==> config.mk <==
export PLATFORM = sky130hd
export DESIGN_NAME = ddr_cmd_arbiter
export DESIGN_NICKNAME = d
export VERILOG_FILES = /design/src/rtl/ddr_pkg.sv /design/src/rtl/ddr_wdf_serializer.sv /design/src/rtl/ddr_cmd_arbiter.sv
export SDC_FILE = /design/constraint.sdc
export NUM_CORES = 1
export LEC_CHECK = 0
export CORE_MARGIN = 5
export CORE_UTILIZATION = 40
export CTS_BUF_LIST = sky130_fd_sc_hd__clkbuf_8
export DETAILED_ROUTE_END_ITERATION = 10
export GPL_TIMING_DRIVEN = 0
export PLACE_DENSITY = 0.81
export SYNTH_ARGS = -nofsm -noshare
export SYNTH_HDL_FRONTEND = slang
export SYNTH_SLANG_ARGS = --single-unit
==> constraint.sdc <==
create_clock -name clk -period 3.3 [get_ports clk]
set_clock_uncertainty 0.1 [all_clocks]
set_input_delay 0.99 -clock clk [delete_from_list [all_inputs] [get_ports clk]]
set_output_delay 0.99 -clock clk [all_outputs]
set_load 0.01 [all_outputs]
==> src/rtl/ddr_pkg.sv <==
// Shared encodings for the DDR command dispatch path: app commands, mode bit and arbiter state.
package ddr_pkg;
  localparam logic [2:0] CMD_WRITE  = 3'b000;
  localparam logic [2:0] CMD_READ   = 3'b001;
  localparam logic       MODE_READ  = 1'b1;
  localparam logic       MODE_WRITE = 1'b0;

  typedef enum logic [1:0] {
    ST_ARB = 2'd0,
    ST_RD  = 2'd1,
    ST_WR  = 2'd2
  } state_e;
endpackage

==> src/rtl/ddr_wdf_serializer.sv <==
// Splits one FIFO write word into BEATS app beats, beat 0 first; first beat valid the cycle after load.
// Each beat holds until wdf_rdy; done is high when nothing is pending after the current cycle.
module ddr_wdf_serializer #(
  parameter int DATA_W = 64,
  parameter int BEATS  = 2
) (
  input  logic                      clk,
  input  logic                      resetn,
  input  logic                      load,
  input  logic [BEATS*DATA_W-1:0]   word_in,
  input  logic                      wdf_rdy,
  output logic [DATA_W-1:0]         wdf_data,
  output logic                      wdf_wren,
  output logic                      wdf_end,
  output logic                      done
);
  localparam int BW     = (BEATS > 1) ? $clog2(BEATS) : 1;
  localparam int WORD_W = BEATS * DATA_W;

  logic [WORD_W-1:0] word_q, word_d;
  logic [BW-1:0]     beat_q, beat_d;
  logic              wren_q, wren_d;
  logic              end_q, end_d;

  always_ff @(posedge clk or negedge resetn) begin
    if (!resetn) begin
      word_q <= '0;
      beat_q <= '0;
      wren_q <= 1'b0;
      end_q  <= 1'b0;
    end else begin
      word_q <= word_d;
      beat_q <= beat_d;
      wren_q <= wren_d;
      end_q  <= end_d;
    end
  end

  // The current beat always sits in the low slice, so the output is a plain flop.
  always_comb begin
    word_d = word_q;
    beat_d = beat_q;
    wren_d = wren_q;
    end_d  = end_q;
    if (load) begin
      word_d = word_in;
      beat_d = '0;
      wren_d = 1'b1;
      end_d  = (BEATS == 1);
    end else if (wren_q && wdf_rdy) begin
      if (end_q) begin
        wren_d = 1'b0;
        end_d  = 1'b0;
        beat_d = '0;
      end else begin
        word_d = word_q >> DATA_W;
        beat_d = beat_q + BW'(1);
        end_d  = ((beat_q + BW'(1)) == BW'(BEATS - 1));
      end
    end
  end

  assign wdf_data = word_q[DATA_W-1:0];
  assign wdf_wren = wren_q;
  assign wdf_end  = end_q;
  assign done     = !wren_q || (wdf_rdy && end_q);
endmodule

==> src/rtl/ddr_cmd_arbiter.sv <==
// Pops DDR read/write FIFOs and drives the app port; command one cycle after pop, reads sustain one per cycle.
// Holds each command on app_rdy and each beat on app_wdf_rdy; no FIFO pop while a transaction is outstanding.
module ddr_cmd_arbiter
  import ddr_pkg::*;
#(
  parameter int ADDR_W     = 27,
  parameter int APP_DATA_W = 64,
  parameter int BEATS      = 2,
  parameter int MAX_RUN    = 16
) (
  input  logic                          clk,
  input  logic                          resetn,
  input  logic                          has_wr_adx,
  input  logic                          has_wr_data,
  input  logic [ADDR_W-1:0]             wr_adx_in,
  input  logic [BEATS*APP_DATA_W-1:0]   wr_data_in,
  output logic                          get_wr_adx,
  output logic                          get_wr_data,
  input  logic                          has_rd_req,
  input  logic [ADDR_W-1:0]             rd_adx_in,
  output logic                          get_rd_req,
  output logic [ADDR_W-1:0]             app_addr,
  output logic [2:0]                    app_cmd,
  output logic                          app_en,
  input  logic                          app_rdy,
  output logic [APP_DATA_W-1:0]         app_wdf_data,
  output logic                          app_wdf_wren,
  output logic                          app_wdf_end,
  input  logic                          app_wdf_rdy,
  output logic                          mode,
  output logic                          busy
);
  localparam int RUN_W = (MAX_RUN > 0) ? $clog2(MAX_RUN + 1) : 1;

  state_e              state_q, state_d;
  logic                mode_q, mode_d;
  logic [RUN_W-1:0]    run_cnt_q, run_cnt_d;
  logic                app_en_q, app_en_d;
  logic [ADDR_W-1:0]   app_addr_q, app_addr_d;
  logic [2:0]          app_cmd_q, app_cmd_d;

  logic wr_elig, rd_elig, cur_elig, oth_elig, run_ok;
  logic pick_rd, pick_wr, cmd_acc, issue_rd, issue_wr, wdf_done;

  always_comb begin
    wr_elig  = has_wr_adx && has_wr_data;
    rd_elig  = has_rd_req;
    cur_elig = (mode_q == MODE_READ) ? rd_elig : wr_elig;
    oth_elig = (mode_q == MODE_READ) ? wr_elig : rd_elig;
    run_ok   = (MAX_RUN == 0) || (run_cnt_q < RUN_W'(MAX_RUN));
    pick_rd  = 1'b0;
    pick_wr  = 1'b0;
    // An exhausted run only yields when the other type actually has work.
    if (cur_elig && (run_ok || !oth_elig)) begin
      pick_rd = (mode_q == MODE_READ);
      pick_wr = (mode_q == MODE_WRITE);
    end else if (oth_elig) begin
      pick_rd = (mode_q == MODE_WRITE);
      pick_wr = (mode_q == MODE_READ);
    end
  end

  assign cmd_acc = app_en_q && app_rdy;

  always_ff @(posedge clk or negedge resetn) begin
    if (!resetn) begin
      state_q    <= ST_ARB;
      mode_q     <= MODE_WRITE;
      run_cnt_q  <= '0;
      app_en_q   <= 1'b0;
      app_addr_q <= '0;
      app_cmd_q  <= CMD_WRITE;
    end else begin
      state_q    <= state_d;
      mode_q     <= mode_d;
      run_cnt_q  <= run_cnt_d;
      app_en_q   <= app_en_d;
      app_addr_q <= app_addr_d;
      app_cmd_q  <= app_cmd_d;
    end
  end

  always_comb begin
    state_d = state_q;
    case (state_q)
      ST_ARB:  if (pick_rd) state_d = ST_RD;
               else if (pick_wr) state_d = ST_WR;
      ST_RD:   if (cmd_acc && !pick_rd) state_d = ST_ARB;
      ST_WR:   if ((!app_en_q || app_rdy) && wdf_done) state_d = ST_ARB;
      default: state_d = ST_ARB;
    endcase
  end

  // Pops are gated by resetn so nothing drains the FIFOs while held in reset.
  always_comb begin
    issue_rd   = resetn && pick_rd &&
                 ((state_q == ST_ARB) || ((state_q == ST_RD) && cmd_acc));
    issue_wr   = resetn && pick_wr && (state_q == ST_ARB);
    mode_d     = mode_q;
    run_cnt_d  = run_cnt_q;
    app_en_d   = app_en_q;
    app_addr_d = app_addr_q;
    app_cmd_d  = app_cmd_q;
    if (issue_rd || issue_wr) begin
      mode_d = issue_rd ? MODE_READ : MODE_WRITE;
      if (mode_d == mode_q) run_cnt_d = (run_cnt_q == '1) ? run_cnt_q : run_cnt_q + RUN_W'(1);
      else                  run_cnt_d = RUN_W'(1);
    end
    if (issue_rd) begin
      app_en_d   = 1'b1;
      app_addr_d = rd_adx_in;
      app_cmd_d  = CMD_READ;
    end else if (issue_wr) begin
      app_en_d   = 1'b1;
      app_addr_d = wr_adx_in;
      app_cmd_d  = CMD_WRITE;
    end else if (cmd_acc) begin
      app_en_d   = 1'b0;
    end
  end

  assign get_rd_req  = issue_rd;
  assign get_wr_adx  = issue_wr;
  assign get_wr_data = issue_wr;
  assign app_en      = app_en_q;
  assign app_addr    = app_addr_q;
  assign app_cmd     = app_cmd_q;
  assign mode        = mode_q;
  assign busy        = (state_q != ST_ARB);

  ddr_wdf_serializer #(
    .DATA_W (APP_DATA_W),
    .BEATS  (BEATS)
  ) u_wdf (
    .clk      (clk),
    .resetn   (resetn),
    .load     (issue_wr),
    .word_in  (wr_data_in),
    .wdf_rdy  (app_wdf_rdy),
    .wdf_data (app_wdf_data),
    .wdf_wren (app_wdf_wren),
    .wdf_end  (app_wdf_end),
    .done     (wdf_done)
  );
endmodule
==> metrics.md, run 1 <==
| Metric | Value |
|---|---|
| Status | finished clean |
| Category of the worst setup path launch point | primary input |
| Proportion of synthesized chip area in sequential cells | between 50 and 60% |
| Fill cell total of the finished layout | 1,598 |
| Proportion of synthesized flip-flops having asynchronous set or reset | 100% |
| Final-report setup violation count | 0 |
| All-Layer GR Usage | between 20% and 30% |
| Pwr per Cell Area | between 700 and 800 mW/mm^2 |
| Number of synthesized flops with an enable pin | 0 |
| Clock buffer count from CTS | 17 |
| H-tree depth reported by CTS | 4 |
| Worst setup EP type | output pin |
| Fmax | between 300 and 400 MHz |
| Final hold viol count | 0 |
| Antenna violations before repair | 0 |
| Floorplan Core Area | 0.0188 mm^2 |
| Synth area leader | dfrtp_1 |
| Number of top-level pins | around 290 |
| Wire length of the first global-routing pass | approximately 37,000 um |
| Most frequent cell after synthesis | nand2_1 |
| RSZ-0062 raised after global routing | no |
| Root buf cell | clkbuf_8 |
| TritonCTS clock tree | built |
| Die boundary height | around 150 um |
| Starting Density | roughly 41% |
| Setup slack after placement | -1.63 ns |
| Max Cap Viol | 0 |
| Number of detailed-route iterations in the first pass | 5 |
| Post-synth top cells | nand2_1, dfrtp_1, buf_4, o21ai_0 |
| Synthesized instance count | a little under 800 |
| Unique cell type count in the Yosys netlist | 40 |
| DIE AREA | between 0.02 and 0.025 mm^2 |
| Total of warnings raised by yosys | 0 |
| WS Path Type | primary input to output pin |
| Ranking of synthesized cells by area | dfrtp_1, nand2_1, mux2i_1, buf_4, o21ai_0 |
| Clock slew at reported path FFs | approximately 0.09 ns |
| Clock insertion delay at the later pin of the skew report | roughly 0.45 ns |
| Leakage power total | roughly 5.7 nW |
| Final Cycle Share | approximately 100% |
| Slack of the critical path | 0.0676 ns |
| Overflow left after global routing | 0 |
| Synth Cell Area | 0.00765 mm^2 |
| Half-perimeter wire length after detailed placement | roughly 17,000 um |
| Total number of vias | about 6,700 |
| Number of nets in the finished design | approximately 1,300 |
| Proportion of netlist area held by the largest area contributor | 54.3% |
| # placed instances | 1,316 |
| Area growth, synth to finish | 49.2% |
| Clock net sink count | around 170 |
| Final weighted congestion of routability-driven global placement | 0.856 |
| Final-layout worst hold slack | between 0.2 and 0.3 ns |
| Final antenna-violating net count | 0 |
| Average footprint of a synthesized cell | 9.66 um^2 |
| Final WL | approximately 24,000 um |
| PortBufs | about 290 |
| Cell row count | 50 |
| Pin slew with the least headroom to its limit | roughly 0.76 ns |
| Share of layout cells above drive strength 1 | between 10% and 20% |
| Util after Layout | roughly three fifths |
| Primary FF master, synth | dfrtp_1 |
| #FFs+latches synth | between 150 and 200 |
| Via count of the first global-routing pass | 6,967 |
| Req. time, crit path | roughly 2.2 ns |
| Max-slew violation count | 0 |
| Largest net degree at the start of global routing | 86 |
| Number of design-rule violations left by the first detailed-router iteration | 254 |
| Buffers from clock root to sink, at most | 2 |
| Hold/Removal Path Class | primary input to async pin |
| Drt via density | just under 5 |
| Remaining routing DRC violations | 0 |
| Maximum VDD drop | 0.379 mV |
| Arrival time at the worst endpoint | ~2.1 ns |
| Rel. slew slack | between 40% and 50% |
| Maximum fanout count along the critical path | 11 |
| Mean routed wirelength per cell | 17.4 um |
| Final min period | 3.23 ns |
| Post-route setup TNS | 0 ns |
| Area of combinational cells with multiple inputs | between 0.002 and 0.003 mm^2 |
| Die Wd | ~150 um |
| Number of standard cells in the layout, taps in and fillers out | 1,356 |
| Register Area | 0.00415 mm^2 |
## registers in the layout (all words and copies together) (netlist names)
signal and cells:
run_cnt_q 5, u_wdf.wdf_wren 1, u_wdf.beat_q 1, u_wdf.word_q 128
app_addr 27, state_q 2, app_en 1, app_cmd 1
## power by group
group / internal, W / switching (W) / total [W]
clock network: 0.000640 / 0.000830 / 0.00147
logic: 0.00200 / 0.00125 / 0.00326
registers: 0.00285 / 0.000498 / 0.00335
## metrics by stage
| step | area [um^2] | power, W |
|---|---|---|
| after floorplan | 7650 | 0.00490 |
| after global placement | 10800 | 0.00653 |
| after detailed placement | 10900 | 0.00665 |
| after CTS | 11400 | 0.00816 |
| after global routing | 11400 | 0.00861 |
| final | 11400 | 0.00808 |
## path summary, 6_finish.rpt
check | startpoint | end | slack (ns) | cells past startpoint
setup / recovery | has_wr_data | get_wr_adx | 0.07 | 7
hold / removal | resetn | u_wdf.word_q[7]$_DFFE_PN0P_ | 0.26 | 1
setup reg to reg | app_cmd[0]$_DFFE_PN0P_ | u_wdf.word_q[110]$_DFFE_PN0P_ | 1.04 | 9
hold reg to reg | u_wdf.word_q[83]$_DFFE_PN0P_ | u_wdf.word_q[83]$_DFFE_PN0P_ | 0.40 | 2
max in group asynchronous | resetn | u_wdf.word_q[59]$_DFFE_PN0P_ | 2.18 | 2
min in group clk | u_wdf.word_q[83]$_DFFE_PN0P_ | u_wdf.word_q[83]$_DFFE_PN0P_ | 0.40 | 2
## placed cells by master (no fill, tap or decap), types with 3 or more instances in the layout
cell type	n
clkdlybuf4s50_1	281
nand2_1	199
dfrtp_1	166
buf_4	75
o21ai_0	67
nand3_1	65
mux2i_1	65
nor2_1	34
buf_2	22
clkbuf_1	18
clkbuf_8	18
o22ai_1	15
inv_1	14
a222oi_1	12
buf_1	6
clkinv_4	5
a21oi_1	4
inv_6	4
inv_8	3
## layout make-up
| type | count | area share (%) |
|---|---|---|
| flip-flops and latches | 166 | 36.4 |
| repair buffers | 297 | 26.5 |
| multi-input cells | 493 | 23.8 |
| plain buffers | 116 | 6.51 |
| well taps | 234 | 2.56 |
| clock buffers | 18 | 2.17 |
| clock inverters | 14 | 1.24 |
| inverters | 16 | 0.702 |
| diodes | 2 | 0.0438 |
## kinds of logic after synthesis
| logic type | count (synthesis) | synth area share (%) |
|---|---|---|
| flops | 166 | 54.3 |
| other cells | 1 | 0.0490 |
| compound gates | 109 | 8.87 |
| xor+xnor | 2 | 0.229 |
| simple gates | 313 | 17.2 |
| fa+ha+maj | 2 | 0.327 |
| buf+inv | 134 | 10.5 |
| mux | 65 | 8.51 |
## worst max-delay path, cell delays in order
cell and delay [ns]:
clkdlybuf4s15_2 0.22, nand4b_4 0.15, nor2_4 0.18, nand2_8 0.11, inv_12 0.08, buf_8 0.13
dlygate4sd2_1 0.27
## layer usage
layer  vias to the layer above  track usage, %  wire length (um)
li1                       3220               -                 -
met1                      3265            27.6             10000
met2                       183            35.6             11700
met3                        33            4.24              1270
met4                         0            8.73               585
met5                         -               0                 0
## timing repair
action | 4_1_cts | 5_1_grt
hold buffers | 0 | 0
setup buffers | 4 | 2
endpoints found under the hold margin | 0 | 0
gates cloned | 2 | 0
resized for setup | 30 | 0
endpoints found under the setup margin | 3 | 2
pin swaps | 1 | 1
No activity file was read; power rests on OpenSTA's default activity.
==> inputs of run 2 (changes only) <==
CORE_ASPECT_RATIO = 1.5   (was default)
CTS_BUF_LIST = sky130_fd_sc_hd__clkbuf_8 sky130_fd_sc_hd__clkbuf_16   (was sky130_fd_sc_hd__clkbuf_8)
SLEW_MARGIN = 20   (was default)
==> metrics.md, run 2 (synthesis gave the netlist of run 1 again) <==
| Metric | Value |
|---|---|
| Overflow left after global routing | 0 (unchanged) |
| Die boundary height | 179 um (+21%) |
| Pin slew with the least headroom to its limit | 0.769 ns (+0.0130 ns) |
| Final Cycle Share | 99.9% (+2.0 points) |
| Final-layout worst hold slack | 0.286 ns (+0.0252 ns) |
| Buffers from clock root to sink, at most | 2 (unchanged) |
| Cell row count | 62 (+24%) |
| Req. time, crit path | 2.21 ns (about the same) |
| Number of design-rule violations left by the first detailed-router iteration | 418 (+65%) |
| Status | finished clean |
| Design internal power | 0.00601 W (+9.3%) |
| Maximum fanout count along the critical path | 2 (-9) |
| Max Cap Viol | 0 (unchanged) |
| Setup slack after placement | -1.66 ns (-0.0256 ns) |
| Pwr per Cell Area | 741 mW/mm^2 (+4.7%) |
| Net switching power figure | 0.00262 W (+1.5%) |
| PortBufs | 288 (unchanged) |
| Clock net sink count | 166 (unchanged) |
| Leakage power total | 5.81 nW (+1.3%) |
| Rel. slew slack | 48.7% (-0.86 points) |
| Remaining routing DRC violations | 0 (unchanged) |
| Area of combinational cells with multiple inputs | 0.00272 mm^2 (unchanged) |
| Fill cell total of the finished layout | 1,625 (+1.7%) |
| Drt via density | 4.92 (-0.46%) |
| Buffers plus inverters on the worst setup path | 4 (unchanged) |
| Clock slew at reported path FFs | 0.07 ns (-0.02 ns) |
| Starting Density | 40.3% (-0.51 points) |
| WS Path Type | primary input to output pin |
| Root buf cell | clkbuf_16 |
| Sequential group share of total power | 38.9% (-2.6 points) |
| CTS hold repair buffers | 0 (unchanged) |
| Worst setup EP type | output pin |
| Hold/Removal Path Class | primary input to async pin |
| All-Layer GR Usage | 21.9% (+0.50 points) |
| Number of detailed-route iterations in the first pass | 5 (unchanged) |
| RSZ-0062 raised after global routing | yes |
| Final WL | 24,200 um (+2.7%) |
| Antenna violations before repair | 1 (+1) |
| Die Wd | 123 um (-17%) |
| Floorplan Core Area | 0.0190 mm^2 (+1.3%) |
| Largest net degree at the start of global routing | 89 (+3.5%) |
| Switch share | 30.3% (-1.6 points) |
| Final antenna-violating net count | 0 (unchanged) |
| Via count of the first global-routing pass | 7,150 (+2.6%) |
| Clock insertion delay at the later pin of the skew report | 0.42 ns (-0.03 ns) |
| Most frequent cells in the layout | clkdlybuf4s50_1, nand2_1, dfrtp_1 |
| Half-perimeter wire length after detailed placement | 17,800 um (+2.7%) |
| Final weighted congestion of routability-driven global placement | 0.857 (about the same) |
| Max-slew violation count | 0 (unchanged) |
| Clock network fraction of total power | 23.3% (+5.1 points) |
| Slack of the critical path | 0.00257 ns (-0.0650 ns) |
| Maximum VDD drop | 0.387 mV (+2.1%) |
| Total number of vias | 6,783 (+1.2%) |
| Area growth, synth to finish | 52.3% |
| CP Cell Sequence | clkdlybuf4s50_1, a21boi_2, a211o_1, buf_6, inv_8, clkdlybuf4s15_2 |
| DIE AREA | 0.0220 mm^2 (+0.26%) |
| Kind of cell adding the most delay to the critical path | buffers and inverters |
| Design Power | 0.00863 W (+6.8%) |
| Final-report setup violation count | 0 (unchanged) |
| Most frequent standard cell in the layout excluding fill and tap cells | clkdlybuf4s50_1 |
| CP max stage cell | clkdlybuf4s50_1 |
| Wire length of the first global-routing pass | 37,100 um (about the same) |
| H-tree depth reported by CTS | 4 (unchanged) |
| Largest reg by FF count | u_wdf.word_q |
| Register Area | 0.00415 mm^2 (unchanged) |
| Number of flip-flops in the largest register | 128 (unchanged) |
| Number of nets in the finished design | 1,299 (+0.077%) |
| Final min period | 3.30 ns (+0.0650 ns) |
| Number of top-level pins | 291 (unchanged) |
| Arrival time at the worst endpoint | 2.21 ns (+0.07 ns) |
| Mean routed wirelength per cell | 17.5 um (+0.96%) |
| Clock buffer count from CTS | 17 (unchanged) |
| Fmax | 303 MHz (-2.0%) |
| Post-route setup TNS | 0 ns (unchanged) |
| Critical path's largest stage delay | 0.49 ns (+0.22 ns) |
| Share of layout cells above drive strength 1 | 13.6% (+0.089 points) |
| # placed instances | 1,338 (+1.7%) |
| Combinational group share of total power | 37.8% (-2.5 points) |
| Final hold viol count | 0 (unchanged) |
| Number of standard cells in the layout, taps in and fillers out | 1,379 (+1.7%) |
| Category of the worst setup path launch point | primary input |
| TritonCTS clock tree | built |
run 2: layer usage:
metal | routed length [um] | GRT usage, %
met1 | 8810 | 23.8
met2 | 13100 | 40.1
met3 | 1340 | 4.74
met4 | 928 | 10.5
met5 | 0 | 0
run 2: metrics by stage:
step / utilization (%) / instance area, um^2
5_1_grt: 61.3 / 11600
3_3_place_gp: 57.1 / 10900
2_1_floorplan: - / 7650
6_report: 61.3 / 11600
3_5_place_dp: 57.3 / 10900
4_1_cts: 61.2 / 11600
run 2: worst paths after layout:
path	startpoint	endpoint	slack (ns)	cells past startpoint
min in group clk	app_addr[7]$_DFFE_PN0P_	app_addr[7]$_DFFE_PN0P_	0.39	2
worst min register to register	app_addr[7]$_DFFE_PN0P_	app_addr[7]$_DFFE_PN0P_	0.39	2
worst max register to register	app_cmd[0]$_DFFE_PN0P_	u_wdf.word_q[118]$_DFFE_PN0P_	1.08	9
max in group asynchronous	resetn	u_wdf.word_q[29]$_DFFE_PN0P_	2.15	2
worst min-delay path	resetn	u_wdf.word_q[7]$_DFFE_PN0P_	0.29	1
worst max-delay path	app_rdy	get_rd_req	0.003	6
run 2: cell type report:
type	instances	share of cell area [%]
plain buffers	116	6.38
clock inverters	13	1.27
flip-flops and latches	166	35.7
well taps	256	2.75
inverters	16	0.644
clock buffers	18	3.77
diodes	3	0.0644
multi-input cells	493	23.4
repair buffers	298	26.1
run 2: timing repair:
action	4_1_cts	5_1_grt
setup buffers	6	1
endpoints found under the hold margin	0	0
pin swaps	3	1
setup endpoints to repair	3	2
gates cloned	2	0
resized for setup	27	3
run 2: power by group through the flow:
stage	Combinational [W]	Sequential, W	Clock [W]
after floorplan	0.00157	0.00333	0
after global placement	0.00318	0.00335	0
after detailed placement	0.00326	0.00338	0
after CTS	0.00331	0.00336	0.00204
after global routing	0.00356	0.00346	0.00213
final	0.00327	0.00335	0.00201
==> inputs of run 3 (changes only) <==
TNS_END_PERCENT = 20   (was default)
==> metrics.md, run 3 (synthesis gave the netlist of run 1 again) <==
| Metric | Value |
|---|---|
| PortBufs | 288 (unchanged) |
| Via count of the first global-routing pass | 7,142 (-0.11%) |
| Final WL | 24,100 um (-0.25%) |
| Starting Density | 40.3% (unchanged) |
| Final min period | 3.26 ns (-0.0413 ns) |
| Arrival time at the worst endpoint | 2.17 ns (-0.04 ns) |
| R2R cell count | 9 (unchanged) |
| Switch share | 30.3% (-0.072 points) |
| Area of placed instances | 0.0109 mm^2 (unchanged) |
| Design internal power | 0.00601 W (about the same) |
| Max-slew violation count | 0 (unchanged) |
| Area of combinational cells with multiple inputs | 0.00272 mm^2 (unchanged) |
| Combinational group share of total power | 37.9% (about the same) |
| Largest net degree at the start of global routing | 89 (unchanged) |
| H-tree depth reported by CTS | 4 (unchanged) |
| Final antenna-violating net count | 0 (unchanged) |
| TritonCTS clock tree | built |
| Number of top-level pins | 291 (unchanged) |
| Clock buffer count from CTS | 17 (unchanged) |
| Maximum fanout count along the critical path | 15 (+13) |
| Hold/Removal Path Class | primary input to async pin |
| Overflow left after global routing | 0 (unchanged) |
| Wire length of the first global-routing pass | 36,900 um (-0.48%) |
| Most frequent standard cell in the layout excluding fill and tap cells | clkdlybuf4s50_1 |
| Clock net sink count | 166 (unchanged) |
| Pwr per Cell Area | 740 mW/mm^2 (-0.13%) |
| Most frequent cells in the layout | clkdlybuf4s50_1, nand2_1, dfrtp_1 |
| RSZ-0062 raised after global routing | no |
| Net switching power figure | 0.00261 W (-0.28%) |
| Final design instance area without fill | 0.0117 mm^2 (about the same) |
| Half-perimeter wire length after detailed placement | 17,800 um (unchanged) |
| Drt via density | 4.91 (-0.22%) |
| Status | finished clean |
| Critical register-to-register path startpoint | app_cmd[0]$_DFFE_PN0P_ |
| Final Cycle Share | 98.7% (-1.3 points) |
| Reg-to-reg endpoint | u_wdf.word_q[118]$_DFFE_PN0P_ |
| Req. time, crit path | 2.21 ns (about the same) |
| Post-route setup TNS | 0 ns (unchanged) |
| Final weighted congestion of routability-driven global placement | 0.857 (unchanged) |
| Antenna violations before repair | 1 (unchanged) |
| Buffers from clock root to sink, at most | 2 (unchanged) |
| Cell row count | 62 (unchanged) |
| Remaining routing DRC violations | 0 (unchanged) |
| Number of nets in the finished design | 1,299 (unchanged) |
| Register Area | 0.00415 mm^2 (unchanged) |
| Design Power | 0.00862 W (about the same) |
| Die boundary height | 179 um (unchanged) |
| Fill cell total of the finished layout | 1,622 (-0.18%) |
| Final-layout worst hold slack | 0.291 ns (+0.00464 ns) |
| DIE AREA | 0.0220 mm^2 (unchanged) |
| Sequential group share of total power | 38.9% (about the same) |
| Category of the worst setup path launch point | primary input |
| Number of flip-flops in the largest register | 128 (unchanged) |
| Rel. slew slack | 48.6% (-0.10 points) |
| Critical path launch point | app_rdy |
| Floorplan Core Area | 0.0190 mm^2 (unchanged) |
| Worst setup EP type | output pin |
| Total number of vias | 6,768 (-0.22%) |
| WS Path Type | primary input to output pin |
| Fmax | 307 MHz (+1.3%) |
| Mean routed wirelength per cell | 17.5 um (-0.25%) |
| Clock network fraction of total power | 23.2% (about the same) |
| Max Cap Viol | 0 (unchanged) |
| Util after Layout | 61.3% (about the same) |
| Largest reg by FF count | u_wdf.word_q |
| Share of layout cells above drive strength 1 | 13.5% (-0.089 points) |
| Final-report setup violation count | 0 (unchanged) |
| All-Layer GR Usage | 21.8% (-0.13 points) |
| Die Wd | 123 um (unchanged) |
| Pin slew with the least headroom to its limit | 0.771 ns (+0.00157 ns) |
| Maximum VDD drop | 0.388 mV (about the same) |
| Clock slew at reported path FFs | 0.07 ns (about the same) |
| Final hold viol count | 0 (unchanged) |
| Root buf cell | clkbuf_16 |
| Number of design-rule violations left by the first detailed-router iteration | 406 (-2.9%) |
| Clock insertion delay at the later pin of the skew report | 0.42 ns (about the same) |
| Number of detailed-route iterations in the first pass | 5 (unchanged) |
| Area growth, synth to finish | 52.4% (about the same) |
| Leakage power total | 5.81 nW (about the same) |
| Reg2Reg Setup Slack | 1.09 ns (about the same) |
## run 3: cell types whose count changed in the layout (fill, tap and decap cells not counted), sizes merged
cell,before,now
buf,108,109
clkbuf,37,36
clkinv,3,4
inv,20,19
## run 3: routing by layer
layer,GRT usage [%],wire [um]
met1,23.7,8820
met2,39.8,13000
met3,4.77,1370
met4,10.5,928
met5,0,0
## run 3: stage by stage
step / setup slack [ns] / cells
4_1_cts: -0.0296 / 1372
2_1_floorplan: 0.173 / 793
3_3_place_gp: -7.93 / 1337
3_5_place_dp: -1.66 / 1338
6_report: 0.0439 / 1379
5_1_grt: 0.00627 / 1377
## run 3: power by group through the flow
stage	combinational [W]	sequential [W]	clock, W
detailed placement	0.00326	0.00338	0
floorplan	0.00157	0.00333	0
CTS	0.00330	0.00336	0.00204
finish	0.00327	0.00336	0.00200
global placement	0.00318	0.00335	0
global route	0.00356	0.00346	0.00213
## run 3: repair_timing
action | 4_1_cts | 5_1_grt
setup endpoints to repair | 3 | 2
buffers inserted | 3 | 4
cloned | 2 | 0
pin swaps | 1 | 3
resized for setup | 29 | 3
hold buffers | 0 | 0
## run 3: worst max path at each step
stage                       end  slack, ns  cells after the start
floorplan           get_wr_data       0.17                      7
global placement    get_wr_data      -7.93                      9
detailed placement  get_wr_data      -1.66                      9
CTS                  get_rd_req      -0.03                      6
global route         get_wr_adx      0.006                      7
finish               get_rd_req       0.04                      6
## run 3: worst max-delay path, stage by stage
cell             delay (ns)
clkdlybuf4s50_1        0.43
a21boi_2               0.23
a211o_1                0.15
buf_6                  0.14
clkinv_8               0.09
buf_6                  0.13
## run 3: layout make-up
type,count,share of cell area (%)
Sequential cell,166,35.6
Timing Repair Buffer,298,26.1
Multi-Input combinational cell,493,23.3
Buffer,116,6.37
Clock buffer,18,3.77
Tap cell,256,2.75
Clock inverter,13,1.27
Inverter,16,0.687
Antenna cell,3,0.0644
